[src/rtl/seq_multiplier.sv]
// Sequential shift-add multiplier: N-bit operands, 2N-bit product, one partial
// product per cycle, unsigned or two's-complement selected per operation.
module seq_multiplier #(
   parameter int unsigned N = 8
) (
   input  logic           clk,
   input  logic           resetn,
   input  logic           start,
   input  logic [N-1:0]   a,
   input  logic [N-1:0]   b,
   input  logic           signed_mode,
   output logic           busy,
   output logic           done,
   output logic [2*N-1:0] p
);

   localparam int unsigned   CW   = (N > 1) ? $clog2(N) : 1;
   localparam logic [CW-1:0] LAST = CW'(N - 1);

   typedef enum logic [1:0] {
      IDLE,
      CALC,
      DONE
   } state_t;

   state_t         state;
   logic [2*N-1:0] a_sh;
   logic [2*N-1:0] acc;
   logic [2*N-1:0] acc_next;
   logic [N-1:0]   b_sh;
   logic [N-1:0]   a_mag;
   logic [N-1:0]   b_mag;
   logic [CW-1:0]  count;
   logic           neg;

   // -2^(N-1) negates to itself, which read unsigned is exactly its magnitude
   always_comb begin
      a_mag = (signed_mode && a[N-1]) ? -a : a;
      b_mag = (signed_mode && b[N-1]) ? -b : b;
   end

   // a_sh tracks a_mag << count, so the add needs no variable shifter
   always_comb begin
      acc_next = acc + (b_sh[0] ? a_sh : '0);
   end

   always_ff @(posedge clk or negedge resetn) begin
      if (!resetn) begin
         state <= IDLE;
         busy  <= 1'b0;
         done  <= 1'b0;
         p     <= '0;
         acc   <= '0;
         a_sh  <= '0;
         b_sh  <= '0;
         count <= '0;
         neg   <= 1'b0;
      end else begin
         case (state)
            IDLE: begin
               done <= 1'b0;
               if (start) begin
                  a_sh  <= (2*N)'(a_mag);
                  b_sh  <= b_mag;
                  neg   <= signed_mode & (a[N-1] ^ b[N-1]);
                  acc   <= '0;
                  count <= '0;
                  busy  <= 1'b1;
                  state <= CALC;
               end
            end
            CALC: begin
               acc   <= acc_next;
               a_sh  <= a_sh << 1;
               b_sh  <= b_sh >> 1;
               count <= count + CW'(1);
               if (count == LAST) begin
                  p     <= neg ? -acc_next : acc_next;
                  done  <= 1'b1;
                  state <= DONE;
               end
            end
            DONE: begin
               done  <= 1'b0;
               busy  <= 1'b0;
               state <= IDLE;
            end
            default: begin
               state <= IDLE;
            end
         endcase
      end
   end

endmodule
[config.mk]
export PLATFORM = sky130hd
export DESIGN_NAME = seq_multiplier
export DESIGN_NICKNAME = d
export VERILOG_FILES = /design/src/rtl/seq_multiplier.sv
export SDC_FILE = /design/constraint.sdc
export NUM_CORES = 1
export LEC_CHECK = 0
export CORE_MARGIN = 5
export CORE_UTILIZATION = 56
export CTS_CLUSTER_SIZE = 30
export DETAILED_ROUTE_END_ITERATION = 10
export HOLD_SLACK_MARGIN = 0.03
export MAX_ROUTING_LAYER = met4
export PLACE_DENSITY = 0.77
export SETUP_SLACK_MARGIN = 0.2
export SYNTH_ARGS = -nofsm -noshare
export SYNTH_HDL_FRONTEND = slang
export SYNTH_SLANG_ARGS = --single-unit
[constraint.sdc]
create_clock -name clk -period 5.1 [get_ports clk]
set_input_delay 1.02 -clock clk [delete_from_list [all_inputs] [get_ports clk]]
set_output_delay 1.02 -clock clk [all_outputs]
set_load 0.02 [all_outputs]
Yosys cells after proc, flatten, opt, wreduce, memory -nomap -nowiden
Cells that the tools add are included.
{"block": "classes", "addsub": 5, "n_eq_ne": 5, "muxes": 19, "bitwise": 2, "reduce_logical": 13}
{"operator": "$mux W16", "n": 4}
{"operator": "$pmux W16 S2", "n": 2}
{"operator": "$mux W8", "n": 3}
{"operator": "$add A16 B16 Y16", "n": 1}
{"operator": "$neg A16 Y16", "n": 1}
{"operator": "$neg A8 Y8", "n": 2}
{"operator": "$pmux W8 S2", "n": 1}
{"operator": "$reduce_and A2 Y1", "n": 6}
{"operator": "$pmux W3 S2", "n": 1}
{"operator": "$reduce_bool A2 Y1", "n": 3}
{"operator": "$mux W2", "n": 2}
{"operator": "$ne A2 B2 Y1 const B", "n": 2}
{"operator": "$pmux W1 S2", "n": 2}
{"operator": "$pmux W2 S2", "n": 1}
{"operator": "$add A3 B1 Y3 const B", "n": 1}
{"operator": "$eq A3 B3 Y1 const B", "n": 1}
{"operator": "$mux W3", "n": 1}
{"operator": "$eq A2 B1 Y1 const B", "n": 1}
{"operator": "$eq A2 B2 Y1 const B", "n": 1}
{"operator": "$logic_and A1 B1 Y1", "n": 2}
{"operator": "$logic_not A2 Y1", "n": 1}
{"operator": "$mux W1", "n": 2}
{"operator": "$reduce_or A2 Y1", "n": 1}
{"operator": "$and A1 B1 Y1", "n": 1}
{"operator": "$xor A1 B1 Y1", "n": 1}
{"block": "totals", "register_bits": 64, "input_bits": 20, "output_inout_bits": 18, "wordCells": 53}

Logic depth before layout (Yosys ltp)
Gate-level depths: netlist of the first run.
{"block": "logic_depth", "word_depth": 4, "depth_mapped": 13}

Worst setup path before layout of the first run
No wires, ideal clock.
{"block": "synth_path", "path_kind": "flip-flop to flip-flop", "from": "reg b_sh[0]", "to": "reg p[14]", "setup_time_ps": 132, "t_arrival_ps": 3608, "required_time_ps": 4968, "setup_slack_ps": 1360, "path_stages_with_launch": 14, "path_buffers": 1, "period_less_slack_ps": 3740, "path_cell_list": "dfrtp_1 -> clkbuf_1 -> and2_1 -> ha_1 -> fa_1 -> a21o_1 -> a21oi_2 -> xnor2_1 -> or3_1 -> or4_4 -> or4_4 -> o31ai_2 -> xnor2_1 -> o21ai_1"}
{"block": "synth_between", "elab_chain_cells": 4}
{"item": "start, declared", "line_no": "30", "rtl": "logic [N-1:0] b_sh;"}
{"item": "start signal, assigned", "line_no": "64", "rtl": "b_sh <= b_mag;"}
{"item": "start signal, assigned", "line_no": "75", "rtl": "b_sh <= b_sh >> 1;"}
{"item": "$mux W16 *", "line_no": "44", "rtl": "acc_next = acc + (b_sh[0] ? a_sh : '0);"}
{"item": "$add A16 B16 Y16 *", "line_no": "44"}
{"item": "$neg A16 Y16", "line_no": "78", "rtl": "p <= neg ? -acc_next : acc_next;"}
{"item": "$mux W16 *", "line_no": "78"}
{"item": "end signal, assigned", "line_no": "78"}
{"item": "end, declared", "line_no": "14", "rtl": "output logic [2*N-1:0] p"}
Every way passes the cells marked *; elsewhere a longest branch is shown, timed or not.
A chain may end at the register's enable or synchronous reset.

Worst setup path after layout of the first run
Same ends and word-level chain as after synthesis.

==> flow_metrics.tcl, run 1 <==
set metrics [dict create \
    status "complete, no violations" \
    fp-row-count 30 \
    h-tree-depth 3 \
    yosys_most_used_dff "dfrtp_1" \
    cp_max_fo 18 \
    clkTransAtPathRegs_ps 60 \
    drt_iter0_markers 131 \
    syn-cell-area_sq_mm 0.003796 \
    layoutNonFillerInstCount 521 \
    postLayoutCoreUtil_pct 66.40 \
    ant_nets 0 \
    regArea_sq_mm 0.001602 \
    start_kind "flop" \
    start_util_pct 56.82 \
    hold_class "flop to flop" \
    ys_ff_latch 64 \
    syn_avg_cell_area_sq_um 9.420 \
    area_growth_pct 16.88 \
    antenna_found_initial 0 \
    drive_above_1_share_pct 6.576 \
    worst-path-buf-inv 0 \
    grt_max_degree 65 \
    crit_path_max_incr_delay_ps 530 \
    required_ps 5290 \
    grt_pass1_vias 2900 \
    critPathKind "flop to flop" \
    die_h_microns 92.34 \
    cts_sinks 64 \
    max_freq_mhz 251.5 \
    overflow 0 \
    hold_viol_final 0 \
    ctsHoldBuffers 0 \
    whs_ps 474.6 \
    first_pass_iters 5 \
    irDropWorstVdd_mv 0.3009 \
    wl_mm 8.217 \
    crit_family "simple AND/OR/NAND/NOR gates" \
    cts_buffers 9 \
    diodes 0 \
    gp_congestion 0.8474 \
    critPathSlowestCell "dfrtp_1" \
    multi_input_area_sq_mm 0.002074 \
    cts_tree "built" \
    wl_per_cell_microns 15.77 \
    yosysSeqAreaShare_pct 42.19 \
    core-area_sq_mm 0.006681 \
    die_area_sq_mm 0.008526 \
    synth_cells 403 \
    setup_tns_ps 0 \
    synth_nets 444 \
    layout.nets 478 \
    post_cts_buffers 0 \
    finalCriticalPeriod_ps 3976 \
    fin_skew_ps 8.775 \
    vias 3105 \
    drv_slew 0 \
    rsz0062_at_grt "no" \
    setup_viol 0 \
    die_x_microns 92.34 \
    root_buffer "clkbuf_8" \
    drcViolationCount 0 \
    period_share_pct 77.96 \
    end_kind "flop" \
    p_leak_nw 2.049 \
    dp_hpwl_mm 5.918 \
    power_density_mw_per_mm2 733.7 \
    place.port_buffers 37 \
    max_slew_margin_pct 42.13 \
    nFillCells 553 \
    async_flop_share_pct 100.0 \
    ios 38 \
    ctsResizeCount 0 \
    grt_usage_pct 21.37 \
    clockBufferDepth 2 \
    ys_types 50 \
    place_inst 506 \
    power.total_mw 3.255 \
    clock_latency_ps 340 \
    max_cap_viol_count 0 \
    worst_slew_pin_slew_ps 866.0 \
    ys_warn_count 0 \
    synth_edf_count 0 \
    grt_pass1_wl_mm 14.19 \
    worstPathArrival_ps 4170 \
    cp_cell_sequence "and2_1, ha_1, fa_1, xnor2_1, nand2_1, or3_1, or4_4, or4_4, o31ai_2, xnor2_1, o21ai_1" \
    vias_per_cell 5.960 \
]
power by group:
part,switching (mW),leakage [nW],internal (mW),total [mW]
Clock,0.187,0.112,0.299,0.486
Combinational,1.03,1.14,0.818,1.85
Sequential,0.177,0.798,0.741,0.918
flip-flops by register name (all words and copies together) (netlist names):
signal and count:
state 2, count 3, p 16, busy 1
done 1, neg 1, acc 16, b_sh 8
a_sh 16
tightest hold or removal path, delay by kind of cell (launching register included):
kind | cells | cell delay (ps)
AOI/OAI and AO/OA | 1 | 60
DFF | 1 | 340
and+or+nand+nor | 1 | 40
cells by family (layout without fill, tap and decap cells):
family	Yosys count	in the layout	share of synthesized area [%]
AO/OA/AOI/OAI	142	142	24.42
XOR/XNOR	38	38	8.965
adder cells (fa/ha/maj)	21	21	7.119
buffers and inverters	31	69	3.263
flip-flops	64	64	42.19
multiplexers	2	2	0.5274
AND/OR/NAND/NOR	105	105	13.51
Yosys cell counts, types with 3 or more instances:
master	number	area, sq um
a31oi_1	4	25.02
nor2_1	16	60.06
a21o_1	7	52.55
and2_1	17	106.4
nand3_1	6	30.03
nand2_1	43	161.4
clkbuf_1	16	60.06
o22ai_1	22	137.6
xnor2_1	15	131.4
a21oi_1	28	140.1
nor3_1	4	20.02
a22o_1	20	175.2
xor2_1	22	192.7
o21ai_1	3	15.01
inv_1	14	52.55
o41ai_1	3	26.28
ha_1	20	250.2
dfrtp_1	64	1602
or3_1	4	25.02
o21ai_0	35	175.2
area by class of cell:
cell class	instances	area share, %
Tap cell	80	2.256
Timing Repair Buffer	40	8.742
Inverter	14	1.184
Clock buffer	12	3.497
Sequential cell	64	36.10
Multi-Input combinational cell	308	46.76
Clock inverter	3	1.466
worst paths after layout:
check                        start  endpoint  slack, ps  depth (start not counted)
setup / recovery           b_sh[0]     p[14]       1120                         11
hold / removal                p[2]      p[2]        470                          2
setup reg to reg           b_sh[0]     p[14]       1120                         11
hold reg to reg               p[2]      p[2]        470                          2
max in group asynchronous   resetn   acc[11]       3720                          2
min in group asynchronous   resetn     p[12]        840                          2
stage by stage:
| stage | cell area [sq um] | worst slack, ps |
|---|---|---|
| 6_report | 4437 | 1124 |
| 5_1_grt | 4437 | 901.0 |
| 4_1_cts | 4437 | 1133 |
| 3_5_place_dp | 4217 | 1140 |
| 3_3_place_gp | 4217 | 1249 |
| 2_1_floorplan | 3796 | 1360 |
cell usage in the layout (no fill, tap or decap), types with 3 or more instances in the layout:
cell,instances
nor2_1,16
and2_1,17
xor2_1,22
nand2_1,43
a22o_1,20
ha_1,20
a21o_1,7
a21oi_1,28
clkdlybuf4s50_1,36
nand3_1,6
o22ai_1,22
buf_4,3
o21ai_0,35
or3_1,4
a31oi_1,4
clkbuf_8,11
inv_1,14
xnor2_1,15
nor3_1,4
dfrtp_1,64
o41ai_1,3
layer usage:
| metal | vias up | global-route usage, % | routed length, microns | part of all wire, % |
|---|---|---|---|---|
| li1 | 1541 | - | - | - |
| met1 | 1480 | 28.65 | 3778 | 46 |
| met2 | 77 | 32.87 | 3880 | 47 |
| met3 | 7 | 3.899 | 490 | 6.0 |
| met4 | 0 | 7.426 | 68 | 0.83 |
| met5 | - | - | 0 | 0 |
No activity file was read; power rests on OpenSTA's default activity.
==> run 2: changes to the inputs <==
--- a/config.mk
+++ b/config.mk
@@ -6,12 +6,12 @@
 export NUM_CORES = 1
 export LEC_CHECK = 0
 export CORE_MARGIN = 5
-export CORE_UTILIZATION = 56
+export CORE_UTILIZATION = 52
 export CTS_CLUSTER_SIZE = 30
 export DETAILED_ROUTE_END_ITERATION = 10
 export HOLD_SLACK_MARGIN = 0.03
 export MAX_ROUTING_LAYER = met4
-export PLACE_DENSITY = 0.77
+export PLACE_DENSITY = 0.75
 export SETUP_SLACK_MARGIN = 0.2
 export SYNTH_ARGS = -nofsm -noshare
 export SYNTH_HDL_FRONTEND = slang
==> constraint.sdc (replaced) <==
create_clock -name clk -period 3.5 [get_ports clk]
set_input_delay 0.7 -clock clk [delete_from_list [all_inputs] [get_ports clk]]
set_output_delay 0.7 -clock clk [all_outputs]
set_load 0.02 [all_outputs]
==> flow_metrics.tcl, run 2 (synthesized netlist as in run 1, its figures left out) <==
set metrics [dict create \
    wl_mm 8.769 \
    whs_ps 433.0 \
    max_cap_viol_count 0 \
    drive_above_1_share_pct 14.75 \
    fp-row-count 31 \
    ios 38 \
    rsz0062_at_grt "yes" \
    finalCriticalPeriod_ps 3496 \
    ant_nets 0 \
    cts_buffers 9 \
    place.port_buffers 37 \
    overflow 0 \
    timing.rr.start "b_sh[0]" \
    core-area_sq_mm 0.007176 \
    power.share.clock_pct 14.8 \
    gp_congestion 0.9048 \
    nFillCells 564 \
    swShare_pct 42.27 \
    end_kind "flop" \
    drv_slew 0 \
    layoutNonFillerInstCount 560 \
    irDropWorstVdd_mv 0.5600 \
    cp_max_fo 4 \
    fin_skew_ps 6.510 \
    reg2reg_slack_ps 4 \
    critPathSlowestCell "or4_4" \
    clock_latency_ps 350 \
    wl_per_cell_microns 15.66 \
    dp_hpwl_mm 6.116 \
    required_ps 3690 \
    cts_tree "built" \
    power.internal_mw 3.114 \
    period_share_pct 99.88 \
    die_area_sq_mm 0.009109 \
    area_growth_pct 25.81 \
    hold_viol_final 0 \
    cp_cell_sequence "and2_4, ha_4, fa_2, a21o_1, a21oi_2, xnor2_2, or3_4, or4_4, or3_4, o41ai_4, xor2_1, o21ai_1" \
    layout.nets 497 \
    grt_pass1_wl_mm 14.72 \
    combPwrFrac_pct 60.4 \
    start_kind "flop" \
    postLayoutCoreUtil_pct 66.56 \
    worst_slew_pin_slew_ps 942.3 \
    r2r_end "p[15]" \
    reg_top3 "a_sh: 16 flops, acc: 16 flops, p: 16 flops" \
    clockBufferDepth 2 \
    root_buffer "clkbuf_8" \
    grt_usage_pct 21.29 \
    drt_iter0_markers 135 \
    antenna_found_initial 0 \
    power_density_mw_per_mm2 1130 \
    vias 3200 \
    ctsHoldBuffers 0 \
    worst-path-buf-inv 0 \
    hold_class "input pin to async pin" \
    die_h_microns 95.44 \
    diodes 0 \
    net-switching-power_mw 2.280 \
    setup_viol 0 \
    cpMostUsedCell "or3_4" \
    critPathKind "flop to flop" \
    die_x_microns 95.44 \
    drcViolationCount 0 \
    grt_max_degree 36 \
    grt_pass1_vias 3180 \
    reg2reg_depth 12 \
    cts_sinks 64 \
    crit_path_max_incr_delay_ps 540 \
    place_inst 539 \
    start_util_pct 52.90 \
    final_cell_mix "64 x dfrtp_1, 42 x nand2_1, 36 x clkdlybuf4s50_1" \
    h-tree-depth 3 \
    max_slew_margin_pct 37.03 \
    crit_family "simple AND/OR/NAND/NOR gates" \
    worstPathArrival_ps 3690 \
    seqPwrFrac_pct 24.8 \
    vias_per_cell 5.714 \
    clkTransAtPathRegs_ps 70 \
    layout_commonest_cell "dfrtp_1" \
    max_freq_mhz 286.1 \
    first_pass_iters 4 \
    p_leak_nw 2.172 \
    status "complete, no violations" \
]
## run 2: final cells by class
cell class / instances / area (sq um) / area share (%)
Multi-Input combinational cell: 308 / 2210 / 46.27
Timing Repair Buffer: 59 / 534.3 / 11.19
Clock buffer: 11 / 151.4 / 3.170
Tap cell: 99 / 123.9 / 2.594
Sequential cell: 64 / 1602 / 33.53
Inverter: 14 / 52.55 / 1.100
Clock inverter: 5 / 102.6 / 2.148
## run 2: how the worst max path moves through the flow
stage	to	slack, ps	from	cells past startpoint
floorplan	p[14]	-80	b_sh[0]	12
global placement	p[14]	40	b_sh[0]	11
detailed placement	p[15]	-60	b_sh[0]	12
CTS	p[15]	-60	b_sh[0]	12
global route	p[15]	-140	b_sh[0]	12
finish	p[15]	4	b_sh[0]	12
## run 2: what timing repair did
| item | CTS | global route |
|---|---|---|
| resized for setup | 3 | 12 |
| setup buffers | 3 | 2 |
| pin swaps | 2 | 7 |
| setup endpoints to repair | 5 | 8 |
## run 2: power by group through the flow
| stage | logic [mW] | clock network, mW | registers (mW) |
|---|---|---|---|
| final | 3.26 | 0.796 | 1.34 |
| after global routing | 3.60 | 0.844 | 1.38 |
| after CTS | 3.08 | 0.811 | 1.33 |
| after detailed placement | 2.97 | 0 | 1.33 |
| after global placement | 2.90 | 0 | 1.33 |
| after floorplan | 2.06 | 0 | 1.36 |
## run 2: through the flow
step           power [mW]  TNS, ps  worst slack [ps]  cell area [sq um]
2_1_floorplan       3.416   -128.7            -82.40               3837
3_3_place_gp        4.223        0             44.89               4385
3_5_place_dp        4.302   -87.46            -57.02               4385
4_1_cts             5.219   -145.3            -58.47               4683
5_1_grt             5.822   -485.3            -138.4               4776
6_report            5.395        0             4.318               4776
## run 2: routing by layer
metal	vias up	wire [microns]	part of all wire, %	track usage, %
li1	1577	-	-	-
met1	1543	4086	47	27.72
met2	70	4109	47	33.82
met3	10	469	5.3	4.262
met4	0	104	1.2	6.280
met5	-	0	0	-
==> run 3: changes to the inputs <==
--- a/config.mk
+++ b/config.mk
@@ -6,12 +6,12 @@
 export NUM_CORES = 1
 export LEC_CHECK = 0
 export CORE_MARGIN = 5
-export CORE_UTILIZATION = 52
+export CORE_UTILIZATION = 56
 export CTS_CLUSTER_SIZE = 30
 export DETAILED_ROUTE_END_ITERATION = 10
+export DONT_BUFFER_PORTS = 1
 export HOLD_SLACK_MARGIN = 0.03
-export MAX_ROUTING_LAYER = met4
-export PLACE_DENSITY = 0.75
+export PLACE_DENSITY = 0.72
 export SETUP_SLACK_MARGIN = 0.2
 export SYNTH_ARGS = -nofsm -noshare
 export SYNTH_HDL_FRONTEND = slang
==> flow_metrics.tcl, run 3 (synthesized netlist as in run 1, its figures left out) <==
set metrics [dict create \
    status "complete, no violations" \
    drv_slew 0 \
    start_kind "flop" \
    regArea_sq_mm 0.001602 \
    end_kind "flop" \
    hold_viol_final 0 \
    fin_skew_ps 11.37 \
    final_cell_mix "64 x dfrtp_1, 41 x nand2_1, 31 x o21ai_0" \
    root_buffer "clkbuf_8" \
    diodes 0 \
    required_ps 3700 \
    critPathSlowestCell "or4_4" \
    nFillCells 547 \
    busiest_layer "met2" \
    hold_class "input pin to async pin" \
    max_cap_viol_count 0 \
    worst_slew_pin_slew_ps 944.1 \
    dp_hpwl_mm 5.887 \
    worstPathArrival_ps 3670 \
    timing.rr.start "b_sh[0]" \
    core-area_sq_mm 0.006681 \
    grt_usage_pct 20.49 \
    worst-path-buf-inv 1 \
    multi_input_area_sq_mm 0.002207 \
    gp_congestion 0.8640 \
    clock_latency_ps 350 \
    crit_path_max_incr_delay_ps 520 \
    finalCriticalPeriod_ps 3472 \
    grt_use_met3_pct 5.605 \
    clockBufferDepth 2 \
    r2r_end "p[14]" \
    die_area_sq_mm 0.008526 \
    pre_cts_slack_ps 12.72 \
    layout.nets 467 \
    drive_above_1_share_pct 17.17 \
    drcViolationCount 0 \
    setup_ws_ps 28.08 \
    rsz0062_at_grt "yes" \
    reg2reg_depth 11 \
    crit_family "simple AND/OR/NAND/NOR gates" \
    reg_top3 "a_sh: 16 flops, acc: 16 flops, p: 16 flops" \
    p_leak_nw 2.052 \
    grt_pass1_vias 3052 \
    first_pass_iters 5 \
    cpMostUsedCell "or4_4" \
    max_freq_mhz 288.0 \
    power.total_mw 5.121 \
    clkTransAtPathRegs_ps 70 \
    place.port_buffers 0 \
    wl_mm 8.609 \
    critPathKind "flop to flop" \
    start_util_pct 56.82 \
    fp-row-count 30 \
    irDropWorstVdd_mv 0.4099 \
    setup_viol 0 \
    die_h_microns 92.34 \
    h-tree-depth 3 \
    wl_per_cell_microns 16.85 \
    grt_pass1_wl_mm 14.17 \
    cp_max_fo 7 \
    post-route-cell-area_sq_mm 0.004405 \
    cts_buffers 9 \
    period_share_pct 99.20 \
    postPlaceCellArea_sq_mm 0.004004 \
    die_x_microns 92.34 \
    overflow 0 \
    gr-usage-met1_pct 27.22 \
    met2_usage_pct 33.11 \
    cts_tree "built" \
    reg2reg_slack_ps 30 \
    cp_cell_sequence "buf_4, and2_1, ha_1, nand4_1, and2_4, a211o_1, or4_4, or4_4, o31ai_4, xnor2_1, o21ai_1" \
    whs_ps 44.91 \
    power_density_mw_per_mm2 1162 \
    drt_iter0_markers 133 \
    max_slew_margin_pct 37.05 \
    grt_max_degree 65 \
    vias_per_cell 6.102 \
    layout_commonest_cell "dfrtp_1" \
    ios 38 \
    vias 3118 \
    antenna_found_initial 0 \
    cts_sinks 64 \
    area_growth_pct 16.05 \
    ant_nets 0 \
]
run 3: repair_timing:
item                                   CTS  global route
buffers inserted                         4             5
endpoints found under the hold margin    0            43
setup endpoints to repair                5             7
cloned                                   0             0
pin swaps                                4             4
resized for setup                        2            18
hold buffers                             0             2
run 3: worst max-delay path by stage:
stage / to / slack, ps / startpoint / cells past startpoint
after floorplan: p[14] / -80 / b_sh[0] / 12
after global placement: p[14] / 50 / a_sh[0] / 11
after detailed placement: p[14] / 10 / a_sh[0] / 11
after CTS: p[14] / -9 / b_sh[0] / 11
after global routing: p[14] / -90 / b_sh[0] / 11
final: p[14] / 30 / b_sh[0] / 11
run 3: stage by stage:
step	setup TNS [ps]	util, %	instances
floorplan	-128.7	-	403
global placement	0	59.93	484
detailed placement	0	59.93	484
CTS	-8.905	63.41	504
global route	-209.9	65.94	511
finish	0	65.94	511
run 3: power breakdown:
group          leakage [nW]  total [mW]  internal, mW  switching, mW
combinational          1.16        3.04          1.47           1.57
clock                0.0952       0.634         0.328          0.305
sequential            0.798        1.45          1.08          0.371
total                  2.05        5.12          2.87           2.25
run 3: layout make-up:
type	instances	share of cell area, %
Clock buffer	9	2.812
Timing Repair Buffer	29	5.623
Tap cell	80	2.272
Inverter	14	1.193
Clock inverter	7	1.647
Sequential cell	64	36.35
Multi-Input combinational cell	308	50.10
run 3: metal layers:
layer,routed length [microns],vias up
li1,-,1525
met1,3937,1498
met2,4060,86
met3,539,9
met4,71,0
met5,0,-
